`src/rtl/servo_pkg.sv`:
```
// Shared types and arithmetic helpers for the servo tracker: FSM states,
// pulse-width type and the saturated proportional step used per axis.
package servo_pkg;

  localparam int unsigned PW_W    = 12;
  localparam int unsigned ERR_W   = 11;
  localparam int unsigned SAT_W   = 13;
  localparam int unsigned COORD_W = 10;

  typedef enum logic [2:0] {
    IDLE,
    SETTLE,
    SAMPLE,
    CALC_PAN,
    CALC_TILT,
    COMMIT
  } state_e;

  typedef logic        [PW_W-1:0]  pw_t;
  typedef logic signed [ERR_W-1:0] err_t;
  typedef logic signed [SAT_W-1:0] sat_t;

  function automatic sat_t widen(pw_t p);
    return $signed({1'b0, p});
  endfunction

  function automatic pw_t sat_pw(sat_t v, pw_t lo, pw_t hi);
    if (v < widen(lo)) return lo;
    if (v > widen(hi)) return hi;
    return v[PW_W-1:0];
  endfunction

  // Deadband, proportional shift, magnitude clamp, then optional inversion.
  function automatic err_t axis_step(logic [COORD_W-1:0] coord, err_t center,
                                     err_t deadband, int unsigned kp_shift,
                                     err_t max_step, logic inv);
    err_t err;
    err_t step;
    err  = $signed({1'b0, coord}) - center;
    step = '0;
    if (err > deadband || err < -deadband) begin
      step = err >>> kp_shift;
      if (step > max_step)       step = max_step;
      else if (step < -max_step) step = -max_step;
      if (inv)                   step = -step;
    end
    return step;
  endfunction

  function automatic pw_t apply_step(pw_t pw, err_t step, pw_t lo, pw_t hi);
    return sat_pw(widen(pw) + sat_t'(step), lo, hi);
  endfunction

endpackage

```
`src/rtl/servo_tracker_pwm.sv`:
```
// 50 Hz hobby-servo PWM generator: counts microsecond ticks over one period and
// loads the shadow pulse width into the active register only at the wrap.
module servo_pwm_gen
  import servo_pkg::*;
#(
  parameter int unsigned PERIOD_US = 20000,
  parameter int unsigned PW_HOME   = 1500
) (
  input  logic clk,
  input  logic rst_n,
  input  logic us_tick_i,
  input  pw_t  shadow_pw_i,
  output logic pwm_o
);

  localparam int unsigned CNT_W = $clog2(PERIOD_US);

  logic [CNT_W-1:0] us_cnt_q, us_cnt_d;
  pw_t              active_q, active_d;
  logic             pwm_q, pwm_d;
  logic             wrap;

  always_comb begin
    us_cnt_d = us_cnt_q;
    active_d = active_q;
    wrap     = us_tick_i && (us_cnt_q == CNT_W'(PERIOD_US - 1));
    if (wrap) begin
      us_cnt_d = '0;
      active_d = shadow_pw_i;
    end else if (us_tick_i) begin
      us_cnt_d = us_cnt_q + CNT_W'(1);
    end
    pwm_d = (32'(us_cnt_q) < 32'(active_q));
  end

  always_ff @(posedge clk or negedge rst_n) begin
    if (!rst_n) begin
      us_cnt_q <= '0;
      active_q <= pw_t'(PW_HOME);
      pwm_q    <= 1'b0;
    end else begin
      us_cnt_q <= us_cnt_d;
      active_q <= active_d;
      pwm_q    <= pwm_d;
    end
  end

  assign pwm_o = pwm_q;

endmodule

```
`src/rtl/servo_tracker.sv`:
```
// Pan/tilt servo tracker: per-frame proportional correction toward screen centre,
// driving two glitch-free PWM outputs. Optional pan scan on lost target: SERVO_SCAN_EN.
module servo_tracker
  import servo_pkg::*;
#(
  parameter int unsigned CLK_FREQ    = 50_000_000,
  parameter int unsigned PERIOD_US   = 20000,
  parameter int unsigned PW_MIN      = 500,
  parameter int unsigned PW_MAX      = 2500,
  parameter int unsigned PW_HOME     = 1500,
  parameter int unsigned CENTER_X    = 400,
  parameter int unsigned CENTER_Y    = 240,
  parameter int unsigned DEADBAND    = 8,
  parameter int unsigned KP_SHIFT    = 3,
  parameter int unsigned MAX_STEP    = 50,
  parameter int unsigned PAN_INV     = 0,
  parameter int unsigned TILT_INV    = 0,
  parameter int unsigned LOST_FRAMES = 30
`ifdef SERVO_SCAN_EN
  ,
  parameter int unsigned SCAN_STEP   = 20
`endif
) (
  input  logic         clk,
  input  logic         rst_n,
  input  logic         vsync_i,
  input  logic         coor_valid_i,
  input  logic [9:0]   x_coor_i,
  input  logic [9:0]   y_coor_i,
  output logic         pan_pwm_o,
  output logic         tilt_pwm_o,
  output logic [11:0]  pan_pw_o,
  output logic [11:0]  tilt_pw_o,
  output logic         locked_o
);

  localparam int unsigned DIV   = CLK_FREQ / 1_000_000;
  localparam int unsigned DIV_W = (DIV > 1) ? $clog2(DIV) : 1;
  localparam int unsigned LC_W  = $clog2(LOST_FRAMES + 1);
  localparam logic [LC_W-1:0] LOST_MAX = LC_W'(LOST_FRAMES);
  localparam pw_t P_MIN = pw_t'(PW_MIN);
  localparam pw_t P_MAX = pw_t'(PW_MAX);

  logic [DIV_W-1:0]   div_cnt_q, div_cnt_d;
  logic               us_tick;
  logic               vsync_q, frame_evt_q;
  state_e             state_q, state_d;
  logic               settle_q, settle_d;
  logic [9:0]         x_q, x_d, y_q, y_d;
  logic               valid_q, valid_d;
  logic [LC_W-1:0]    lost_q, lost_d;
  logic               locked_q, locked_d;
  pw_t                pan_pw_q, pan_pw_d, tilt_pw_q, tilt_pw_d;
  pw_t                pan_new_q, pan_new_d, tilt_new_q, tilt_new_d;
`ifdef SERVO_SCAN_EN
  logic               scan_dir_q, scan_dir_d;
  sat_t               scan_sum;
`endif

  always_comb begin
    us_tick   = (div_cnt_q == DIV_W'(DIV - 1));
    div_cnt_d = us_tick ? '0 : div_cnt_q + DIV_W'(1);
  end

  always_comb begin
    state_d    = state_q;
    settle_d   = settle_q;
    x_d        = x_q;
    y_d        = y_q;
    valid_d    = valid_q;
    lost_d     = lost_q;
    locked_d   = locked_q;
    pan_new_d  = pan_new_q;
    tilt_new_d = tilt_new_q;
    pan_pw_d   = pan_pw_q;
    tilt_pw_d  = tilt_pw_q;
`ifdef SERVO_SCAN_EN
    scan_dir_d = scan_dir_q;
    scan_sum   = '0;
`endif
    unique case (state_q)
      IDLE: if (frame_evt_q) begin
        state_d  = SETTLE;
        settle_d = 1'b0;
      end
      SETTLE: if (settle_q) state_d = SAMPLE;
              else          settle_d = 1'b1;
      SAMPLE: begin
        x_d     = x_coor_i;
        y_d     = y_coor_i;
        valid_d = coor_valid_i;
        if (coor_valid_i) begin
          lost_d   = '0;
          locked_d = 1'b1;
        end else begin
          if (lost_q != LOST_MAX) lost_d = lost_q + LC_W'(1);
          locked_d = 1'b0;
        end
        state_d = CALC_PAN;
      end
      CALC_PAN: begin
        pan_new_d = pan_pw_q;
        if (valid_q) begin
          pan_new_d = apply_step(pan_pw_q,
                                 axis_step(x_q, err_t'(CENTER_X), err_t'(DEADBAND), KP_SHIFT,
                                           err_t'(MAX_STEP), PAN_INV != 0), P_MIN, P_MAX);
`ifdef SERVO_SCAN_EN
        end else if (lost_q == LOST_MAX) begin
          // Bounce: clamp at the limit and flip direction in the same frame.
          if (scan_dir_q) begin
            scan_sum = widen(pan_pw_q) + sat_t'(SCAN_STEP);
            if (scan_sum >= widen(P_MAX)) begin
              pan_new_d  = P_MAX;
              scan_dir_d = 1'b0;
            end else pan_new_d = scan_sum[PW_W-1:0];
          end else begin
            scan_sum = widen(pan_pw_q) - sat_t'(SCAN_STEP);
            if (scan_sum <= widen(P_MIN)) begin
              pan_new_d  = P_MIN;
              scan_dir_d = 1'b1;
            end else pan_new_d = scan_sum[PW_W-1:0];
          end
`endif
        end
        state_d = CALC_TILT;
      end
      CALC_TILT: begin
        tilt_new_d = tilt_pw_q;
        if (valid_q)
          tilt_new_d = apply_step(tilt_pw_q,
                                  axis_step(y_q, err_t'(CENTER_Y), err_t'(DEADBAND), KP_SHIFT,
                                            err_t'(MAX_STEP), TILT_INV != 0), P_MIN, P_MAX);
        state_d = COMMIT;
      end
      COMMIT: begin
        pan_pw_d  = pan_new_q;
        tilt_pw_d = tilt_new_q;
        state_d   = IDLE;
      end
      default: state_d = IDLE;
    endcase
  end

  always_ff @(posedge clk or negedge rst_n) begin
    if (!rst_n) begin
      div_cnt_q   <= '0;
      vsync_q     <= 1'b0;
      frame_evt_q <= 1'b0;
      state_q     <= IDLE;
      settle_q    <= 1'b0;
      x_q         <= '0;
      y_q         <= '0;
      valid_q     <= 1'b0;
      lost_q      <= '0;
      locked_q    <= 1'b0;
      pan_pw_q    <= pw_t'(PW_HOME);
      tilt_pw_q   <= pw_t'(PW_HOME);
      pan_new_q   <= pw_t'(PW_HOME);
      tilt_new_q  <= pw_t'(PW_HOME);
`ifdef SERVO_SCAN_EN
      scan_dir_q  <= 1'b1;
`endif
    end else begin
      div_cnt_q   <= div_cnt_d;
      vsync_q     <= vsync_i;
      frame_evt_q <= vsync_i & ~vsync_q;
      state_q     <= state_d;
      settle_q    <= settle_d;
      x_q         <= x_d;
      y_q         <= y_d;
      valid_q     <= valid_d;
      lost_q      <= lost_d;
      locked_q    <= locked_d;
      pan_pw_q    <= pan_pw_d;
      tilt_pw_q   <= tilt_pw_d;
      pan_new_q   <= pan_new_d;
      tilt_new_q  <= tilt_new_d;
`ifdef SERVO_SCAN_EN
      scan_dir_q  <= scan_dir_d;
`endif
    end
  end

  servo_pwm_gen #(.PERIOD_US(PERIOD_US), .PW_HOME(PW_HOME)) u_pan_pwm (
    .clk         (clk),
    .rst_n       (rst_n),
    .us_tick_i   (us_tick),
    .shadow_pw_i (pan_pw_q),
    .pwm_o       (pan_pwm_o)
  );

  servo_pwm_gen #(.PERIOD_US(PERIOD_US), .PW_HOME(PW_HOME)) u_tilt_pwm (
    .clk         (clk),
    .rst_n       (rst_n),
    .us_tick_i   (us_tick),
    .shadow_pw_i (tilt_pw_q),
    .pwm_o       (tilt_pwm_o)
  );

  assign pan_pw_o  = pan_pw_q;
  assign tilt_pw_o = tilt_pw_q;
  assign locked_o  = locked_q;

endmodule

```
`config.mk`:
```
export PLATFORM = sky130hd
export DESIGN_NAME = servo_tracker
export DESIGN_NICKNAME = d
export VERILOG_FILES = /design/src/rtl/servo_pkg.sv /design/src/rtl/servo_tracker_pwm.sv /design/src/rtl/servo_tracker.sv
export SDC_FILE = /design/constraint.sdc
export NUM_CORES = 1
export LEC_CHECK = 0
export BUFFER_PORTS_ARGS = -buffer_cell sky130_fd_sc_hd__buf_2
export CAP_MARGIN = 20
export CELL_PAD_IN_SITES_DETAIL_PLACEMENT = 0
export CELL_PAD_IN_SITES_GLOBAL_PLACEMENT = 1
export CORE_ASPECT_RATIO = 0.7
export CORE_MARGIN = 10
export CORE_UTILIZATION = 50
export CTS_BUF_LIST = sky130_fd_sc_hd__clkbuf_2
export DETAILED_ROUTE_END_ITERATION = 8
export HOLD_SLACK_MARGIN = 0.05
export PLACE_DENSITY_LB_ADDON = 0.1
export SYNTH_ARGS = -nofsm -noshare
export SYNTH_HDL_FRONTEND = slang
export SYNTH_SLANG_ARGS = --single-unit
export TNS_END_PERCENT = 100
```
`constraint.sdc`:
```
create_clock -name clk -period 5.6 [get_ports clk]
set_clock_uncertainty 0.1 [all_clocks]
set_input_delay 0.56 -clock clk [delete_from_list [all_inputs] [get_ports clk]]
set_output_delay 0.56 -clock clk [all_outputs]
set_load 0.02 [all_outputs]
```
# Yosys cells after proc, flatten, opt, wreduce, memory -nomap -nowiden
# Cells that the tools add are included.
# word_totals
ff_bits	138
output_inout_bits	27
input_bits	24
word_cells	107
# op_classes
n_mux	45
reduce_logical	10
add_sub_neg	7
n_eq_ne	10
n_bitwise	2
n_lt_le_gt_ge	14
# op_table
operator	n
2-to-1 mux 12 bit	10
2-to-1 mux 11 bit	10
2-to-1 mux 15 bit	4
adder 15 x 1 -> 15 bit, second input constant	2
== test 15 bit, second input constant	2
< comparator 15 x 12 -> 1 bit	2
adder 13 x 11 -> 13 bit	2
> comparator 13 bit, second input constant	2
< comparator 13 x 10 -> 1 bit, second input constant	2
> comparator 11 x 5 -> 1 bit, second input constant	2
< comparator 11 x 4 -> 1 bit, second input constant	2
> comparator 8 x 7 -> 1 bit, second input constant	2
< comparator 8 x 7 -> 1 bit, second input constant	2
2-to-1 mux 1 bit	16
case mux 3 bit (5 select lines)	1
subtractor 10 x 8 -> 11 bit, second input constant	1
subtractor 10 x 9 -> 11 bit, second input constant	1
adder 6 x 1 -> 6 bit, second input constant	1
== test 3 x 2 -> 1 bit, second input constant	2
== test 3 bit, second input constant	2
== test 6 bit, second input constant	1
2-to-1 mux 3 bit	2
2-to-1 mux 6 bit	1
nonzero test 2 bit	3
other kinds (9)	13

# Logic depth before layout (Yosys ltp)
# logic_depth
word_depth	18
ltp_mapped	21
mapped_depth_nobuf	18

# By module
# From an unflattened synthesis, not the netlist that was laid out.
# unflattened
hier_cells	886
area_unflattened_um2	8511.9
# by_module_without_submodules
mod	area_each_um2	cells_per_inst	seq_area_each_um2	n_inst
servo_tracker	5636.7	600	2062.0	1
servo_pwm_gen	1437.6	143	709.4	2

# Least setup slack after synthesis
# Ideal clock, no wire load.
# synth_timing
kind	register -> register
from	register x_q[4]
to	register pan_new_q[0]
n_path_buf	1
path_slack_ns	0.866
arrival_ns	4.515
setup_time_ns	0.120
t_required_ns	5.380
path_stages_with_launch	17
synth_period_minus_slack_ns	4.734
path_cell_list	dfrtp_1 > inv_1 > ha_1 > buf_4 > or4b_1 > a31oi_1 > a21bo_2 > ha_1 > o31a_1 > fa_1 > a21o_1 > and4_1 > or4_1 > o311a_1 > a211oi_1 > o21ai_0 > a31o_1
# synth_via
elab_chain_len	16
word_cells_on_any_way	25
classes_between	add/sub: 2; order compare: 6; mux: 16; reduce/logical: 1
# synth_rtl
element	line_no	source
start: declaration	servo_tracker.sv:49	logic [9:0] x_q, x_d, y_q, y_d;
start signal: assignment	servo_tracker.sv:151	x_q <= '0;
start signal: assignment	servo_tracker.sv:169	x_q <= x_d;
subtractor 10 x 9 -> 11 bit *	servo_pkg.sv:39	err = $signed({1'b0, coord}) - center;
< comparator 8 x 7 -> 1 bit	servo_pkg.sv:44	else if (step < -max_step) step = -max_step;
2-to-1 mux 11 bit	servo_pkg.sv:44	
2-to-1 mux 11 bit	servo_pkg.sv:43	if (step > max_step) step = max_step;
2-to-1 mux 11 bit *	servo_pkg.sv:41	if (err > deadband || err < -deadband) begin
2-to-1 mux 11 bit *	servo_tracker.sv:103	if (valid_q) begin
2-to-1 mux 11 bit *	servo_tracker.sv:81	unique case (state_q)
adder 13 x 11 -> 13 bit *	servo_pkg.sv:51	return sat_pw(widen(pw) + sat_t'(step), lo, hi);
> comparator 13 bit	servo_pkg.sv:29	if (v > widen(hi)) return hi;
2-to-1 mux 1 bit (2 in a row)	servo_pkg.sv:29	
2-to-1 mux 1 bit	servo_tracker.sv:103	
2-to-1 mux 1 bit	servo_tracker.sv:81	
2-to-1 mux 12 bit	servo_pkg.sv:30	return v[PW_W-1:0];
2-to-1 mux 12 bit *	servo_pkg.sv:29	
2-to-1 mux 12 bit *	servo_tracker.sv:103	
end signal: assignment	servo_tracker.sv:158	pan_new_q <= pw_t'(PW_HOME);
end signal: assignment	servo_tracker.sv:176	pan_new_q <= pan_new_d;
end: declaration	servo_tracker.sv:54	pw_t pan_new_q, pan_new_d, tilt_new_q, tilt_new_d;
# Mark *: on every way between the ends. The rest lies on a longest branch, timed or not. The select of a mux whose other input is x is not followed.
# A chain may end at the register's enable or synchronous reset.

# Final worst setup path
# layout_timing
from	register x_q[4]
to	register pan_new_q[9]
# The elaborated chain is that of the path after synthesis.

==> flow_summary.ini <==
[floorplanning]
die_h_um = 129
core-area_mm2 = 0.0164
dieArea_mm2 = 0.0226
die_w_um = 175
pin_count = 51
rows = 39
start_util_pct = 51.4

[route]
avgViaCountPerCell = 5.71
avgRoutedWirePerCell_um = 16.5
drtIter0Drc = 422
wirelength_um = 19600
dr.pass1.iters = 5
postRouteAntennaNets = 0
drcViolationCount = 0
num_vias = 6782

[layout]
area_growth_pct = 10.8
post-route-util_pct = 57.0
finalInstanceArea_mm2 = 0.00937
final_nets = 1031
layout-drive-gt1-share_pct = 20.0
fin_cells = 1188
fillers = 1466

[grt]
grt_most_used_layer = met2
grtUsageTotal_pct = 17.9
grt_util_met3_pct = 4.27
grt_overflow = 0
grt_util_met1_pct = 23.7
grt_max_degree = 76
grt_pass1_vias = 6787
met2_usage_pct = 28.5
grt_first_pass_wirelength_um = 33600
antenna_found_initial = 1

[critical_path]
r2r_start = x_q[4]
r2r_slack_ps = 370
path_class = reg2reg
cp.arrival_ps = 5770
end_kind = register
setup.worst_path.start_class = register
timing.rr.end = pan_new_q[9]
worst-path-max-fanout = 12
critical_path_required_ps = 6140
rr_worst_depth = 16

[sta]
worstMarginPinSlew_ps = 789
period_needed_ps = 5230
max_freq_mhz = 191
rsz0062_at_grt = no
final-hold-violation-count = 0
finalMaxSlewViolations = 0
setup_violations = 0
period_share_pct = 93.5
tns_ps = 0
max-slew-margin-rel_pct = 47.1

[run_status]
status = complete, no violations

[cts]
clock_latency_ps = 730
clockBufferDepth = 2
cts_tree = built
cts_sinks = 137
cts-root-buf = clkbuf_2
path_clk_slew_ps = 230
h-tree-depth = 4
cts_setup_buffers = 0
cts_buffers = 17

[placed_design]
place_inst = 1130
port_buffers = 50
routabilityCongestion = 0.904
dp_hpwl_um = 14300
place_area_mm2 = 0.00888

[yosys]
async_flop_share_pct = 100
yosys_most_used_dff = dfrtp_1
syn_nets = 967
synth_top_family_by_area = compound AO/OA/AOI/OAI gates
seq_area_frac_synth_pct = 41.2
synth-simple-area-share_pct = 16.9
netlist_area_mm2 = 0.00845
yosysUniqueCellTypes = 78
synthAdderAreaFrac_pct = 8.76
avgSynthCellArea_um2 = 9.55
synth-xor-area-share_pct = 6.01
ys_seq_elements = 137
synth_mux_area_share_pct = 5.95
synth_compound_area_share_pct = 17.3
synth_edf_count = 0
synthCells = 885
ys_warn_count = 0

[job]
drv_cap = 0

[min_path]
hold_class = in2async
critical path, cell delays in order (launching register included):
cell	delay, ps
dfrtp_1	520
inv_1	190
ha_2	330
or4b_1	450
a31oi_1	210
a21bo_2	240
ha_1	170
or3b_1	450
inv_1	180
ha_1	400
a211oi_2	310
o21bai_1	190
o21bai_1	200
a21oi_1	200
xnor2_1	170
o311a_2	530
a221o_1	310
layout make-up:
| cell class | count | area (µm²) | area share (%) |
|---|---|---|---|
| Antenna cell | 1 | 2.50 | 0.0267 |
| Clock buffer | 18 | 90.1 | 0.962 |
| Clock inverter | 14 | 124 | 1.32 |
| Inverter | 45 | 169 | 1.80 |
| Multi-Input combinational cell | 668 | 4670 | 49.8 |
| Sequential cell | 137 | 3480 | 37.2 |
| Tap cell | 225 | 282 | 3.01 |
| Timing Repair Buffer | 80 | 554 | 5.92 |
cell usage in the layout (no fill, tap or decap), types with 6 or more instances in the layout:
| cell type | instances |
|---|---|
| o21ai_1 | 34 |
| clkbuf_2 | 18 |
| nor2b_1 | 8 |
| xnor2_1 | 34 |
| a211oi_1 | 6 |
| and2_1 | 6 |
| o21ai_0 | 40 |
| ha_1 | 55 |
| buf_2 | 49 |
| a31oi_1 | 10 |
| a21o_1 | 16 |
| nand2b_1 | 14 |
| nor2_1 | 68 |
| dlygate4sd3_1 | 23 |
| inv_1 | 45 |
| o21a_1 | 10 |
| nand2_1 | 80 |
| dfstp_2 | 42 |
| nand4_1 | 15 |
| xor2_1 | 24 |
| a31o_1 | 8 |
| dfrtp_1 | 95 |
| mux2_2 | 41 |
| and3_1 | 7 |
| o211ai_1 | 8 |
| a21oi_1 | 47 |
| nor3_1 | 13 |
| or3_1 | 14 |
| nand3_1 | 21 |
cells by family (layout without fill, tap and decap cells):
family          count (synthesis)  after routing
flops                         137            137
other cells                     0              1
xor+xnor                       58             58
fa+ha+maj                      58             58
compound gates                224            224
buf+inv                        80            157
simple gates                  283            283
mux                            45             45
sequential cells by signal, indices dropped and copies added (netlist names), 3 cells and up:
| signal | count |
|---|---|
| u_pan_pwm.us_cnt_q | 15 |
| u_tilt_pwm.us_cnt_q | 15 |
| pan_new_q | 12 |
| pan_pw_o | 12 |
| tilt_new_q | 12 |
| tilt_pw_o | 12 |
| u_pan_pwm.active_q | 12 |
| u_tilt_pwm.active_q | 12 |
| x_q | 10 |
| y_q | 10 |
| div_cnt_q | 6 |
| state_q | 3 |
per-stage QoR:
step / hold WS [ps] / setup WS (ps)
6_report: 286 / 365
5_1_grt: 269 / 66.4
4_1_cts: 244 / 198
3_5_place_dp: 300 / 250
3_3_place_gp: 294 / 441
2_1_floorplan: 164 / 866
routing by layer:
layer,wire length [µm],part of all wire [%],up-vias
met1,9400,48,3303
li1,-,-,3316
met3,1000,5.1,25
met5,0,0,-
met4,327,1.7,0
met2,8920,45,138
how the worst max path moves through the flow:
stage | depth (start not counted) | to | slack (ps) | start
floorplan | 16 | pan_new_q[0] | 870 | x_q[4]
CTS | 16 | pan_new_q[4] | 200 | x_q[4]
global route | 16 | pan_new_q[1] | 70 | x_q[4]
global placement | 16 | pan_new_q[4] | 440 | x_q[4]
finish | 16 | pan_new_q[9] | 370 | x_q[4]
detailed placement | 16 | pan_new_q[4] | 250 | x_q[4]
Yosys cell counts, types with 5 or more instances:
cell type	number	area (µm²)
dfrtp_1	95	2380
nor3b_1	5	37.5
xnor2_1	34	298
mux2_2	41	462
a21oi_1	47	235
nor2b_1	8	50.1
a31o_1	8	70.1
o21a_1	10	75.1
nand2_1	80	300
nand4_1	15	93.8
nand2b_1	14	87.6
o31ai_1	5	37.5
and3_1	7	43.8
a21o_1	16	120
and2_1	6	37.5
or3_1	14	87.6
clkbuf_1	26	97.6
o211ai_1	8	60.1
nor2_1	69	259
nor3_1	14	70.1
a211oi_1	7	52.6
ha_1	56	701
inv_1	45	169
nand3_1	21	105
o21ai_0	41	205
dfstp_2	42	1100
or4_1	5	37.5
o21ai_1	33	165
a31oi_1	10	62.6
xor2_1	24	210
timing repair:
| action | in CTS | in global routing |
|---|---|---|
| gates resized for setup | 0 | 6 |
| endpoints found under the setup margin | 0 | 14 |
| endpoints found under the hold margin | 69 | 0 |
| hold buffers | 23 | 0 |
Power is not shown: default switching activity piles up to over one toggle a cycle in this logic, so the estimate is an artifact.
